## src/rtl/seq_gen_pkg.sv

```systemverilog
// Shared types and constant helpers for the multi-mode sequence generator.
//   seq_mode_e : sequence mode encoding (5..7 reserved)
//   lfsr_taps  : maximal Fibonacci tap mask for widths 3..16 (bit n-1 = tap n)
//   start_val  : first/wrap value of each mode
//   gray2bin   : Gray-to-binary conversion used when loading in Gray mode
package seq_gen_pkg;

  localparam int unsigned MAX_WIDTH = 16;

  typedef enum logic [2:0] {
    SEQ_BIN_UP   = 3'd0,
    SEQ_BIN_DOWN = 3'd1,
    SEQ_GRAY     = 3'd2,
    SEQ_JOHNSON  = 3'd3,
    SEQ_LFSR     = 3'd4
  } seq_mode_e;

  function automatic logic [MAX_WIDTH-1:0] lfsr_taps(int unsigned width);
    case (width)
      3:       return 16'h0006;
      4:       return 16'h000C;
      5:       return 16'h0014;
      6:       return 16'h0030;
      7:       return 16'h0060;
      8:       return 16'h00B8;
      9:       return 16'h0110;
      10:      return 16'h0240;
      11:      return 16'h0500;
      12:      return 16'h0829;
      13:      return 16'h100D;
      14:      return 16'h2015;
      15:      return 16'h6000;
      16:      return 16'hD008;
      default: return 16'h0000;
    endcase
  endfunction

  function automatic logic [MAX_WIDTH-1:0] start_val(seq_mode_e mode, int unsigned width);
    case (mode)
      SEQ_BIN_DOWN: return 16'((32'd1 << width) - 32'd1);
      SEQ_LFSR:     return 16'd1;
      default:      return 16'd0;
    endcase
  endfunction

  function automatic logic [MAX_WIDTH-1:0] gray2bin(logic [MAX_WIDTH-1:0] g);
    logic [MAX_WIDTH-1:0] b;
    b[MAX_WIDTH-1] = g[MAX_WIDTH-1];
    for (int i = MAX_WIDTH - 2; i >= 0; i--) b[i] = b[i+1] ^ g[i];
    return b;
  endfunction

endpackage

```

## src/rtl/seq_gen_if.sv

```systemverilog
// Control/status bundle of seq_gen.
//   master: drives en, load, load_val, mode_wr, mode_in, match_val
//   slave : drives q, mode, pend, term, y
interface seq_gen_if
  import seq_gen_pkg::*;
#(
  parameter int unsigned WIDTH = 8
);
  logic             en;
  logic             load;
  logic [WIDTH-1:0] load_val;
  logic             mode_wr;
  logic [2:0]       mode_in;
  logic [WIDTH-1:0] match_val;
  logic [WIDTH-1:0] q;
  seq_mode_e        mode;
  logic             pend;
  logic             term;
  logic             y;

  modport master (
    output en, load, load_val, mode_wr, mode_in, match_val,
    input  q, mode, pend, term, y
  );

  modport slave (
    input  en, load, load_val, mode_wr, mode_in, match_val,
    output q, mode, pend, term, y
  );
endinterface

```

## src/rtl/seq_next.sv

```systemverilog
// Combinational one-step successor of {mode, q, b} with wrap detect.
//   mode/q/b : active mode, current state, internal Gray binary counter
//   q_nxt    : next state, b_nxt: next Gray counter
//   wrap     : q_nxt equals the start value of the active mode
module seq_next
  import seq_gen_pkg::*;
#(
  parameter int unsigned WIDTH = 8
) (
  input  seq_mode_e        mode,
  input  logic [WIDTH-1:0] q,
  input  logic [WIDTH-1:0] b,
  output logic [WIDTH-1:0] q_nxt,
  output logic [WIDTH-1:0] b_nxt,
  output logic             wrap
);
  localparam int unsigned     TW   = WIDTH - 1;
  localparam logic [WIDTH-1:0] TAPS = WIDTH'(lfsr_taps(WIDTH));

  logic [TW-1:0]    trans;
  logic [WIDTH-1:0] b_inc;

  always_comb begin
    q_nxt = q;
    b_nxt = b;
    b_inc = b + WIDTH'(1);
    // a Johnson code has at most one transition between adjacent bits
    trans = q[WIDTH-1:1] ^ q[WIDTH-2:0];
    case (mode)
      SEQ_BIN_UP:   q_nxt = q + WIDTH'(1);
      SEQ_BIN_DOWN: q_nxt = q - WIDTH'(1);
      SEQ_GRAY: begin
        b_nxt = b_inc;
        q_nxt = b_inc ^ (b_inc >> 1);
      end
      SEQ_JOHNSON: begin
        if ((trans & (trans - TW'(1))) == '0) q_nxt = {q[WIDTH-2:0], ~q[WIDTH-1]};
        else                                  q_nxt = '0;
      end
      SEQ_LFSR: begin
        if (q == '0) q_nxt = WIDTH'(1);
        else         q_nxt = {q[WIDTH-2:0], ^(q & TAPS)};
      end
      default: q_nxt = q;
    endcase
    wrap = (q_nxt == WIDTH'(start_val(mode, WIDTH)));
  end
endmodule

```

## src/rtl/seq_gen.sv

```systemverilog
// Multi-mode state-sequence generator (binary up/down, Gray, Johnson, LFSR)
// with parallel load, deferred mode switching at wrap and a compare flag.
//   clk, reset (async, active-low)
//   bus.slave : en/load/load_val/mode_wr/mode_in/match_val in,
//               q/mode/pend/term/y out (all registered)
module seq_gen
  import seq_gen_pkg::*;
#(
  parameter int unsigned WIDTH      = 8,
  parameter seq_mode_e   RESET_MODE = SEQ_BIN_UP
) (
  input logic      clk,
  input logic      reset,
  seq_gen_if.slave bus
);
  localparam logic [WIDTH-1:0] RST_Q = WIDTH'(start_val(RESET_MODE, WIDTH));

  logic [WIDTH-1:0] q_r, q_n, b_r, b_n, step_q, step_b;
  seq_mode_e        mode_r, mode_n, pend_mode_r, pend_mode_n, req_mode;
  logic             pend_r, pend_n, req_pend, wr_ok;
  logic             term_r, term_n, y_r, y_n, step_wrap;

  seq_next #(.WIDTH(WIDTH)) u_next (
    .mode  (mode_r),
    .q     (q_r),
    .b     (b_r),
    .q_nxt (step_q),
    .b_nxt (step_b),
    .wrap  (step_wrap)
  );

  // State register
  always_ff @(posedge clk or negedge reset) begin
    if (!reset) begin
      q_r         <= RST_Q;
      b_r         <= '0;
      mode_r      <= RESET_MODE;
      pend_mode_r <= RESET_MODE;
      pend_r      <= 1'b0;
      term_r      <= 1'b0;
      y_r         <= 1'b0;
    end else begin
      q_r         <= q_n;
      b_r         <= b_n;
      mode_r      <= mode_n;
      pend_mode_r <= pend_mode_n;
      pend_r      <= pend_n;
      term_r      <= term_n;
      y_r         <= y_n;
    end
  end

  // Next state: load > step > hold; an incoming write bypasses the pending register
  always_comb begin
    wr_ok       = bus.mode_wr && (bus.mode_in <= 3'(SEQ_LFSR));
    req_mode    = wr_ok ? seq_mode_e'(bus.mode_in) : pend_mode_r;
    req_pend    = pend_r || wr_ok;
    q_n         = q_r;
    b_n         = b_r;
    mode_n      = mode_r;
    pend_mode_n = req_mode;
    pend_n      = req_pend;
    term_n      = 1'b0;
    if (bus.load) begin
      if (req_pend) begin
        mode_n = req_mode;
        pend_n = 1'b0;
      end
      q_n = bus.load_val;
      // only meaningful in Gray mode: keeps stepping continuous from q
      b_n = WIDTH'(gray2bin(16'(bus.load_val)));
    end else if (bus.en) begin
      term_n = step_wrap;
      if (step_wrap && req_pend) begin
        mode_n = req_mode;
        pend_n = 1'b0;
        q_n    = WIDTH'(start_val(req_mode, WIDTH));
        b_n    = '0;
      end else begin
        q_n = step_q;
        b_n = step_b;
      end
    end
    y_n = (q_n == bus.match_val);
  end

  assign bus.q    = q_r;
  assign bus.mode = mode_r;
  assign bus.pend = pend_r;
  assign bus.term = term_r;
  assign bus.y    = y_r;
endmodule
```

## src/flat_wrapper.sv

```systemverilog
// flat-port wrapper written by rule: the top's interface ports become plain ports
module seq_gen_flat import seq_gen_pkg::*;
#(
  parameter int unsigned WIDTH      = 8,
  parameter seq_mode_e   RESET_MODE = SEQ_BIN_UP
)
  (clk, reset, bus_en, bus_load, bus_load_val, bus_mode_wr, bus_mode_in, bus_match_val, bus_q, bus_mode, bus_pend, bus_term, bus_y);
  seq_gen_if #(.WIDTH(WIDTH)) bus_i ();
  input logic clk;
  input logic reset;
  input wire logic [$bits(bus_i.en)-1:0] bus_en;
  input wire logic [$bits(bus_i.load)-1:0] bus_load;
  input wire logic [$bits(bus_i.load_val)-1:0] bus_load_val;
  input wire logic [$bits(bus_i.mode_wr)-1:0] bus_mode_wr;
  input wire logic [$bits(bus_i.mode_in)-1:0] bus_mode_in;
  input wire logic [$bits(bus_i.match_val)-1:0] bus_match_val;
  output wire logic [$bits(bus_i.q)-1:0] bus_q;
  output wire logic [$bits(bus_i.mode)-1:0] bus_mode;
  output wire logic [$bits(bus_i.pend)-1:0] bus_pend;
  output wire logic [$bits(bus_i.term)-1:0] bus_term;
  output wire logic [$bits(bus_i.y)-1:0] bus_y;
  assign bus_i.en = bus_en;
  assign bus_i.load = bus_load;
  assign bus_i.load_val = bus_load_val;
  assign bus_i.mode_wr = bus_mode_wr;
  assign bus_i.mode_in = bus_mode_in;
  assign bus_i.match_val = bus_match_val;
  assign bus_q = bus_i.q;
  assign bus_mode = bus_i.mode;
  assign bus_pend = bus_i.pend;
  assign bus_term = bus_i.term;
  assign bus_y = bus_i.y;
  seq_gen #(.WIDTH(WIDTH), .RESET_MODE(RESET_MODE)) u_core (.clk(clk), .reset(reset), .bus(bus_i));
endmodule
```

## config.mk

```make
export PLATFORM = sky130hd
export DESIGN_NAME = seq_gen_flat
export DESIGN_NICKNAME = d
export VERILOG_FILES = /design/src/rtl/seq_gen_pkg.sv /design/src/rtl/seq_gen_if.sv /design/src/rtl/seq_next.sv /design/src/rtl/seq_gen.sv /design/src/flat_wrapper.sv
export SDC_FILE = /design/constraint.sdc
export NUM_CORES = 1
export LEC_CHECK = 0
export ABC_CLOCK_PERIOD_IN_PS = 5900
export CAP_MARGIN = 10
export CORE_ASPECT_RATIO = 2
export CORE_MARGIN = 2
export CORE_UTILIZATION = 45
export CTS_BUF_LIST = sky130_fd_sc_hd__clkbuf_4 sky130_fd_sc_hd__clkbuf_8
export DETAILED_ROUTE_END_ITERATION = 8
export PLACE_DENSITY_LB_ADDON = 0.12
export SLEW_MARGIN = 15
export SYNTH_ARGS = -nofsm -noshare
export SYNTH_HDL_FRONTEND = slang
export SYNTH_SLANG_ARGS = --single-unit
```

## constraint.sdc

```tcl
create_clock -name clk -period 5.9 [get_ports clk]
set_clock_uncertainty 0.1 [all_clocks]
set_input_delay 0.59 -clock clk [delete_from_list [all_inputs] [get_ports clk]]
set_output_delay 0.59 -clock clk [all_outputs]
set_load 0.1 [all_outputs]
```

Word-level counts from Yosys, hierarchy flattened
Index checks and enable logic that the tools add are counted.

cells by class
  div/mod/pow operators = 0
  bitwise gates (word level) = 11
  equal/unequal tests = 9
  $mul = 0
  $add $sub $neg = 4
  shift operators = 0
  order comparisons = 1
  reductions and logical operators = 12
  muxes and demuxes = 22

operators by type and width
  kind                 count
  $mux 8               9
  $pmux 8 s5           1
  $pmux 8 s2           2
  $add 8x1->8 const B  2
  $eq 8x8->1           2
  $mux 3               5
  $logic_not 8->1      1
  $reduce_xor 8->1     1
  $sub 8x1->8 const B  1
  $xor 8x7->8          1
  $and 7x7->7          1
  $logic_not 7->1      1
  $sub 7x1->7 const B  1
  $xor 1x1->1          7
  $xor 7x7->7          1
  $eq 3x1->1 const B   2
  $eq 3x2->1 const B   2
  $eq 3x3->1 const B   2
  $mux 1               5
  $reduce_bool 2->1    2
  $le 3x3->1 const B   1
  $logic_not 3->1      1
  $reduce_and 3->1     1
  $reduce_bool 3->1    1
  5 further kinds      6

storage, ports and cells
  logic and storage cells = 66
  register bits after elaboration = 25
  RAM bits = 0
  memory bits (read-only) = 0
  latch bits = 0
  memories kept = 0
  output and inout bits = 14
  input bits = 24

Logic depth before layout (Yosys ltp)
  depth after elaboration = 12
  mapped depth = 17
  mapped depth without buffers = 15

Modules after synthesis
From an unflattened synthesis, not the netlist that was laid out.

unflattened totals
  cell total of the unflattened synthesis = 383
  area, all modules = 3,044.2 sq um

by module, submodules not included
  module    seq. area each (sq um)  area an instance (sq um)  cells each  times used
  seq_gen   625.6                   1,701.6                   182         1
  seq_next  0.0                     1,342.5                   201         1

Worst setup path before layout
Ideal clock, no wire load.

  path kind = reg-to-reg
  start point = register u_core.mode_r[2], in the netlist u_core.bus.mode[2]
  end point = register u_core.y_r, in the netlist u_core.bus.y
  arrival = 4.826 ns
  path buffers = 1
  path slack = 0.879 ns
  setup time = 0.096 ns
  stages on the path, launching flop included = 17
  data required time = 5.704 ns
  clock period less this slack = 5.021 ns
  cell sequence = dfrtp_1 > clkbuf_1 > nor2_1 > and2_1 > fa_1 > and3_1 > nor2_1 > xor2_1 > o21ai_0 > or2_2 > a221oi_1 > nand4_2 > o31ai_4 > mux2_2 > a221oi_1 > nand4b_1 > nor4_2

on the way
  longest elaborated chain between the ends = 8
  elaborated cells on any way between the ends = 13
  those cells by class = eq/ne (6); mux (5); reduce/logical (2)

ends and longest elaborated chain
  what                                      RTL line                           RTL
  start: declaration                        seq_gen.sv:19                      seq_mode_e mode_r, mode_n, pend_mode_r, pend_mode_n, req_mode;
  start signal: assignment                  seq_gen.sv:45                      mode_r <= mode_n;
  $eq 3x3->1 (tied with other cells)        seq_gen_pkg.sv:39, seq_next.sv:29
  $pmux 8 s5 or $pmux 8 s2 (tied branches)  seq_next.sv:29, seq_gen_pkg.sv:39
  $eq 8x8->1                                seq_next.sv:46                     wrap = (q_nxt == WIDTH'(start_val(mode, WIDTH)));
  $logic_and 1x1->1                         seq_gen.sv:74                      if (step_wrap && req_pend) begin
  $mux 8 *                                  seq_gen.sv:74
  $mux 8 *                                  seq_gen.sv:72                      end else if (bus.en) begin
  $mux 8 *                                  seq_gen.sv:64                      if (bus.load) begin
  $eq 8x8->1 *                              seq_gen.sv:84                      y_n = (q_n == bus.match_val);
  named net u_core.y_n                      seq_gen.sv:21                      logic term_r, term_n, y_r, y_n, step_wrap;
  end signal: assignment                    seq_gen.sv:49                      y_r <= y_n;
  end: declaration                          seq_gen.sv:21

The timed path passes the listed nets; every way through them passes the cells marked *.
A chain may end at the register's enable or synchronous reset.

Final worst setup path
Same ends and word-level chain as after synthesis.

==> impl_metrics.toml <==
[status]
outcome = "finished, final reports clean"

[sta]
tightest_slew_ns = 1.05
rsz0062_at_grt = "false"
fin_crit_sh_pct = 86.2
setup_slack_ns = 0.813
fin_tns_setup_ns = 0
fmax_mhz = 197
relSlewSlack_pct = 30.0
setup-violations-final = 0
slew_violations = 0
min_period_ns = 5.09
hold_viol = 0

[routing]
vias_per_cell = 6.22
avgRoutedWirePerCell_um = 20.5
drcViolationCount = 0
first_iter_violations = 265
firstDrtPassIters = 5
wirelength_um = 10200
vias = 3087
ant_nets = 0

[layout]
fillCellCount = 625
regArea_um2 = 626
drive_gt1_share_pct = 5.12
fin_nets = 447
diodes = 0
multi_input_area_um2 = 2100
area_growth_pct = 16.1

[global_routing]
grt_pass1_wl_um = 16000
grt_use_total_pct = 30.0
antenna_found_initial = 0
grt_overflow = 0
grt_max_degree = 26
grt_pass1_vias = 3090

[placement]
place.gp.congestion = 0.960
port-buffer-count = 37
place_ws_ns = 0.873
dp_hpwl_um = 7980

[clock_tree]
worstSkewPairLatency_ns = 0.30
post_cts_resized = 0
cts_hold_buf = 0
cts_buffer_depth = 2
postCtsSetupRepairBufs = 0
cts_tree = "yes"
htreeDepth = 1
numCtsBuffers = 3
ctsRootBufferMaster = "clkbuf_8"
cts.sinks = 25
clkSlewWorstSetupHoldPaths_ns = 0.11

[hold_path]
min_path_type = "flip-flop to flip-flop"

[die]
rows = 41
fp.dieW_um = 60.7
fp.coreArea_um2 = 6260
die-area_um2 = 7130
initial_core_util_pct = 46.3
die_y_um = 117
io_pins = 38

[synthesis]
syn_nets = 418
synth-seq-area-share_pct = 21.6
synth-main-ff-cell = "dfrtp_1"
synth_cells = 382
ys_seq_elements = 25
synth-edff-count = 0
yosysWarnings = 0
yosysUniqueCellTypes = 70
postSynth.asyncResetShare_pct = 100
avgSynthCellArea_um2 = 7.58
synth_area_um2 = 2900

[pwr]
p_leak_nw = 1.37
irDropWorstVdd_mv = 0.340
power_density_nw_per_um2 = 662

[critical_path]
required_ns = 6.01
start_kind = "flip-flop"
crit_fanout = 15
worst-setup-path-type = "flip-flop to flip-flop"
crit_arrival_ns = 5.19
critPathCaptureType = "flip-flop"

[job]
cap_viol_max_count = 0
-- cell usage in the layout, fill, tap and decap left out, drive strengths merged, types with 6 or more instances in the layout --
cell | synthesis | final
dfrtp | 25 | 25
a31oi | 7 | 7
nand3 | 15 | 15
nand2b | 6 | 6
nand2 | 28 | 28
xor2 | 12 | 12
nor3 | 11 | 11
ha | 11 | 11
o21ai | 36 | 36
o21a | 10 | 10
inv | 26 | 26
a21oi | 24 | 24
clkdlybuf4s50 | 0 | 37
nor2 | 40 | 40
a211oi | 7 | 7
xnor2 | 12 | 12
-- per-stage QoR --
| stage | utilization, % | cell area (um2) | total power [mW] | hold WS (ns) | std cells |
|---|---|---|---|---|---|
| 6_report | 53.7 | 3360 | 2.23 | 0.468 | 496 |
| 3_5_place_dp | 52.9 | 3310 | 2.08 | 0.430 | 492 |
| 3_3_place_gp | 52.9 | 3310 | 2.08 | 0.416 | 492 |
| 5_1_grt | 53.7 | 3360 | 2.39 | 0.483 | 496 |
| 4_1_cts | 53.7 | 3360 | 2.20 | 0.454 | 496 |
| 2_1_floorplan | - | 2900 | 1.65 | 0.194 | 382 |
-- per-layer routing --
layer  part of all wire [%]  vias to the layer above  track usage (%)
li1                       -                     1471                -
met1                     35                     1452             30.7
met2                     55                      126             55.2
met3                    5.2                       38             4.30
met4                    5.0                        0             14.4
met5                      0                        -                0
-- sequential cells by signal, summed over array words and instances, names as in the netlist --
name	count
u_core.bus.mode	3
u_core.bus.y	1
u_core.bus.q	8
u_core.bus.term	1
u_core.b_r	8
u_core.pend_mode_r	3
u_core.bus.pend	1
-- cell usage after synthesis, drive strengths merged (4+ instances only) --
| cell type | instances | area share [%] |
|---|---|---|
| a211oi | 7 | 1.8 |
| a21oi | 24 | 4.1 |
| a221oi | 5 | 1.5 |
| a31oi | 7 | 1.5 |
| buf | 6 | 1.3 |
| clkbuf | 8 | 1.0 |
| dfrtp | 25 | 22 |
| ha | 11 | 4.8 |
| inv | 26 | 3.4 |
| mux2 | 4 | 1.6 |
| nand2 | 28 | 3.6 |
| nand2b | 6 | 1.3 |
| nand3 | 15 | 2.6 |
| nand4 | 5 | 1.3 |
| nor2 | 40 | 5.2 |
| nor2b | 5 | 1.1 |
| nor3 | 11 | 1.9 |
| nor3b | 4 | 1.2 |
| o21a | 10 | 2.6 |
| o21ai | 36 | 6.2 |
| o22ai | 4 | 0.86 |
| o31ai | 4 | 1.5 |
| xnor2 | 12 | 3.6 |
| xor2 | 12 | 3.9 |
-- path summary, 6_finish.rpt --
| path | start | endpoint | cells past startpoint | slack, ns |
|---|---|---|---|---|
| worst min-delay path | u_core.b_r[7] | u_core.b_r[7] | 2 | 0.47 |
| max in group asynchronous | reset | u_core.pend_mode_r[0] | 2 | 4.85 |
| worst min register to register | u_core.b_r[7] | u_core.b_r[7] | 2 | 0.47 |
| min in group asynchronous | reset | u_core.b_r[3] | 2 | 0.57 |
| worst max register to register | u_core.bus.mode[2] | u_core.bus.y | 15 | 0.81 |
| worst max-delay path | u_core.bus.mode[2] | u_core.bus.y | 15 | 0.81 |
-- power by group --
group	leakage (nW)	total (mW)	switching [mW]	internal, mW
Clock	0.0217	0.120	0.0713	0.0485
Sequential	0.302	0.393	0.164	0.229
Combinational	1.04	1.71	1.09	0.621
Total	1.37	2.23	1.33	0.898
-- logic make-up (layout without fill, tap and decap cells) --
family                     Yosys count  count (layout)  synth area share [%]
adders and majority gates           13              13                  5.79
muxes                                7               7                  2.59
and+or+nand+nor                    137             137                  24.3
AOI/OAI and AO/OA                  135             135                  31.7
buffers and inverters               40              68                  5.75
xor gates and xnor gates            25              25                  8.30
DFF                                 25              25                  21.6
-- layout make-up --
type	count	area share, %
Clock buffer	3	1.23
Clock inverter	1	0.223
Inverter	26	2.90
Multi-Input combinational cell	317	62.6
Sequential cell	25	18.6
Tap cell	86	3.20
Timing Repair Buffer	38	11.2
-- worst max-delay path, stage by stage, from the launching register on --
cell,delay [ns]
dfrtp_1,0.56
nor2_1,0.40
and2_1,0.43
ha_1,0.31
a211oi_1,0.39
o21bai_1,0.13
a21oi_1,0.20
mux2i_1,0.14
o31a_1,0.37
nor3b_2,0.19
nand4_2,0.21
o31ai_4,0.48
mux2_2,0.41
a221oi_1,0.24
nand4b_1,0.15
nor4_2,0.29
No activity file was read; power rests on OpenSTA's default activity.
==> variant: new RTL, same settings <==
Take the reset off `b_r` and load it in a clocked block of its own.
--- a/src/rtl/seq_gen.sv
+++ b/src/rtl/seq_gen.sv
@@ -33,7 +33,6 @@
   always_ff @(posedge clk or negedge reset) begin
     if (!reset) begin
       q_r         <= RST_Q;
-      b_r         <= '0;
       mode_r      <= RESET_MODE;
       pend_mode_r <= RESET_MODE;
       pend_r      <= 1'b0;
@@ -41,13 +40,16 @@
       y_r         <= 1'b0;
     end else begin
       q_r         <= q_n;
-      b_r         <= b_n;
       mode_r      <= mode_n;
       pend_mode_r <= pend_mode_n;
       pend_r      <= pend_n;
       term_r      <= term_n;
       y_r         <= y_n;
     end
+  end
+
+  always_ff @(posedge clk) begin
+    b_r <= b_n;
   end
 
   // Next state: load > step > hold; an incoming write bypasses the pending register
Behaviour: same outputs for any inputs over 10 cycles, from zero or initial values and one cycle with reset low; that may be too few to reach the edited logic, so the function may still have changed.
==> variant against the unedited design <==
- count of clock-buffer cells in the layout is the same
- final area shrank 3.6%
- power shrank 39%
- setup slack gained 0.11 ns
- sequential cell count is the same
- sequential power shrank 24%
- sequential share of layout area grew 1.9 points
- wire length shrank 19%
- first-iteration DRC count shrank 47%
- area after synthesis shrank 3.2%
- critical path depth is the same
==> variant: results (changes against the unedited design) <==
outcome:
  outcome: "complete, no violations"  # unchanged
cells_and_area:
  nets: 406  # was 447
synth:
  synth_top_cells_by_count: "sky130_fd_sc_hd__nor2_1, sky130_fd_sc_hd__o21ai_0, sky130_fd_sc_hd__nand2_1"  # unchanged
  postSynthCellCount: 342  # was 382
  yosys.cell_types.count: 75  # was 70
  async_reset_ff_share_pct: 68.00  # was 100.0%
  sequential_area_share_after_synthesis_pct: 23.74  # was 21.61%
  synth_compound_area_share_pct: 26.95  # was 31.68%
  synth-xor-area-share_pct: 10.13  # was 8.297%
  synth_area_leaders: "sky130_fd_sc_hd__dfrtp_1, sky130_fd_sc_hd__edfxtp_1, sky130_fd_sc_hd__ha_1, sky130_fd_sc_hd__xor2_1, sky130_fd_sc_hd__nor2_1"  # was sky130_fd_sc_hd__dfrtp_1, sky130_fd_sc_hd__o21ai_0, sky130_fd_sc_hd__nor2_1, sky130_fd_sc_hd__ha_1, sky130_fd_sc_hd__a21oi_1
  synth.mux.area_fraction_pct: 2.945  # was 2.593%
  synth-edff-count: 8  # was 0
  net_count_synth: 378  # was 418
hold_path:
  min-delay-start: "u_core.pend_mode_r[1]"  # was u_core.b_r[7]
setup_path:
  critical_path.max_fanout: 16  # was 15
  critical_r2r_launch: "u_core.bus.mode[1]"  # was u_core.bus.mode[2]
  critPathArrivalTime_ns: 5.08  # was 5.19 ns
  max_stage_delay_ns: 0.52  # was 0.56 ns
grt:
  vias_in_the_first_global_route: 2555  # was 3090
  grtUsageMet2_pct: 44.86  # was 55.24%
  grt_pass1_wl_um: 12670  # was 15970 um
  globalRouteMet3Util_pct: 2.009  # was 4.300%
  grt_use_total_pct: 24.15  # was 30.04%
power:
  net_sw_power_uw: 747.4  # was 1.328 mW
  power.leakage_nw: 1.272  # was 1.367 nW
  power.clock.total_uw: 112  # was 120 uW
  combPwrFrac_pct: 70.1  # was 76.9%
drt:
  post_drt_via_cell_ratio: 6.248  # was 6.224
  met3WireLength_um: 330  # was 527 um
  route.layer.met1.wl_um: 3153  # was 3564 um
  wirelength_per_cell_um: 19.05  # was 20.50 um
  drt_first_pass_iters: 4  # was 5
  wl_met2_um: 4461  # was 5563 um
  initial_drc_count: 141  # was 265
placement:
  placed_instances: 428  # was 492
  placed_cell_area_sq_um: 3191  # was 3312 sq um
  dp_hpwl_um: 6603  # was 7980 um
timing:
  worst_slew_margin_rel_pct: 34.35  # was 29.98%
  holdWs_ns: 0.5035  # was 0.4678 ns
die:
  die-area_sq_um: 6916  # was 7131 sq um
-- variant: cell types whose count changed after synthesis, moves of 4 or more --
cell,delta
sky130_fd_sc_hd__a21oi_1,-5
sky130_fd_sc_hd__o21ai_0,-12
sky130_fd_sc_hd__o21a_1,-8
sky130_fd_sc_hd__xor2_1,+4
sky130_fd_sc_hd__a221oi_1,-4
sky130_fd_sc_hd__inv_1,-9
sky130_fd_sc_hd__or3_1,+5
sky130_fd_sc_hd__a211oi_1,-4
sky130_fd_sc_hd__nand2_1,-8
sky130_fd_sc_hd__edfxtp_1,+8
sky130_fd_sc_hd__dfrtp_1,-8
sky130_fd_sc_hd__nor2_1,-7
-- variant: layout make-up --
cell class	count	area, sq um	share of cell area (%)
Clock buffer	3	41.29	1.274
Sequential cell	25	665.6	20.54
Tap cell	63	78.83	2.432
Timing Repair Buffer	38	377.9	11.66
Inverter	17	63.81	1.969
Clock inverter	1	8.758	0.2703
Multi-Input combinational cell	285	2004	61.85
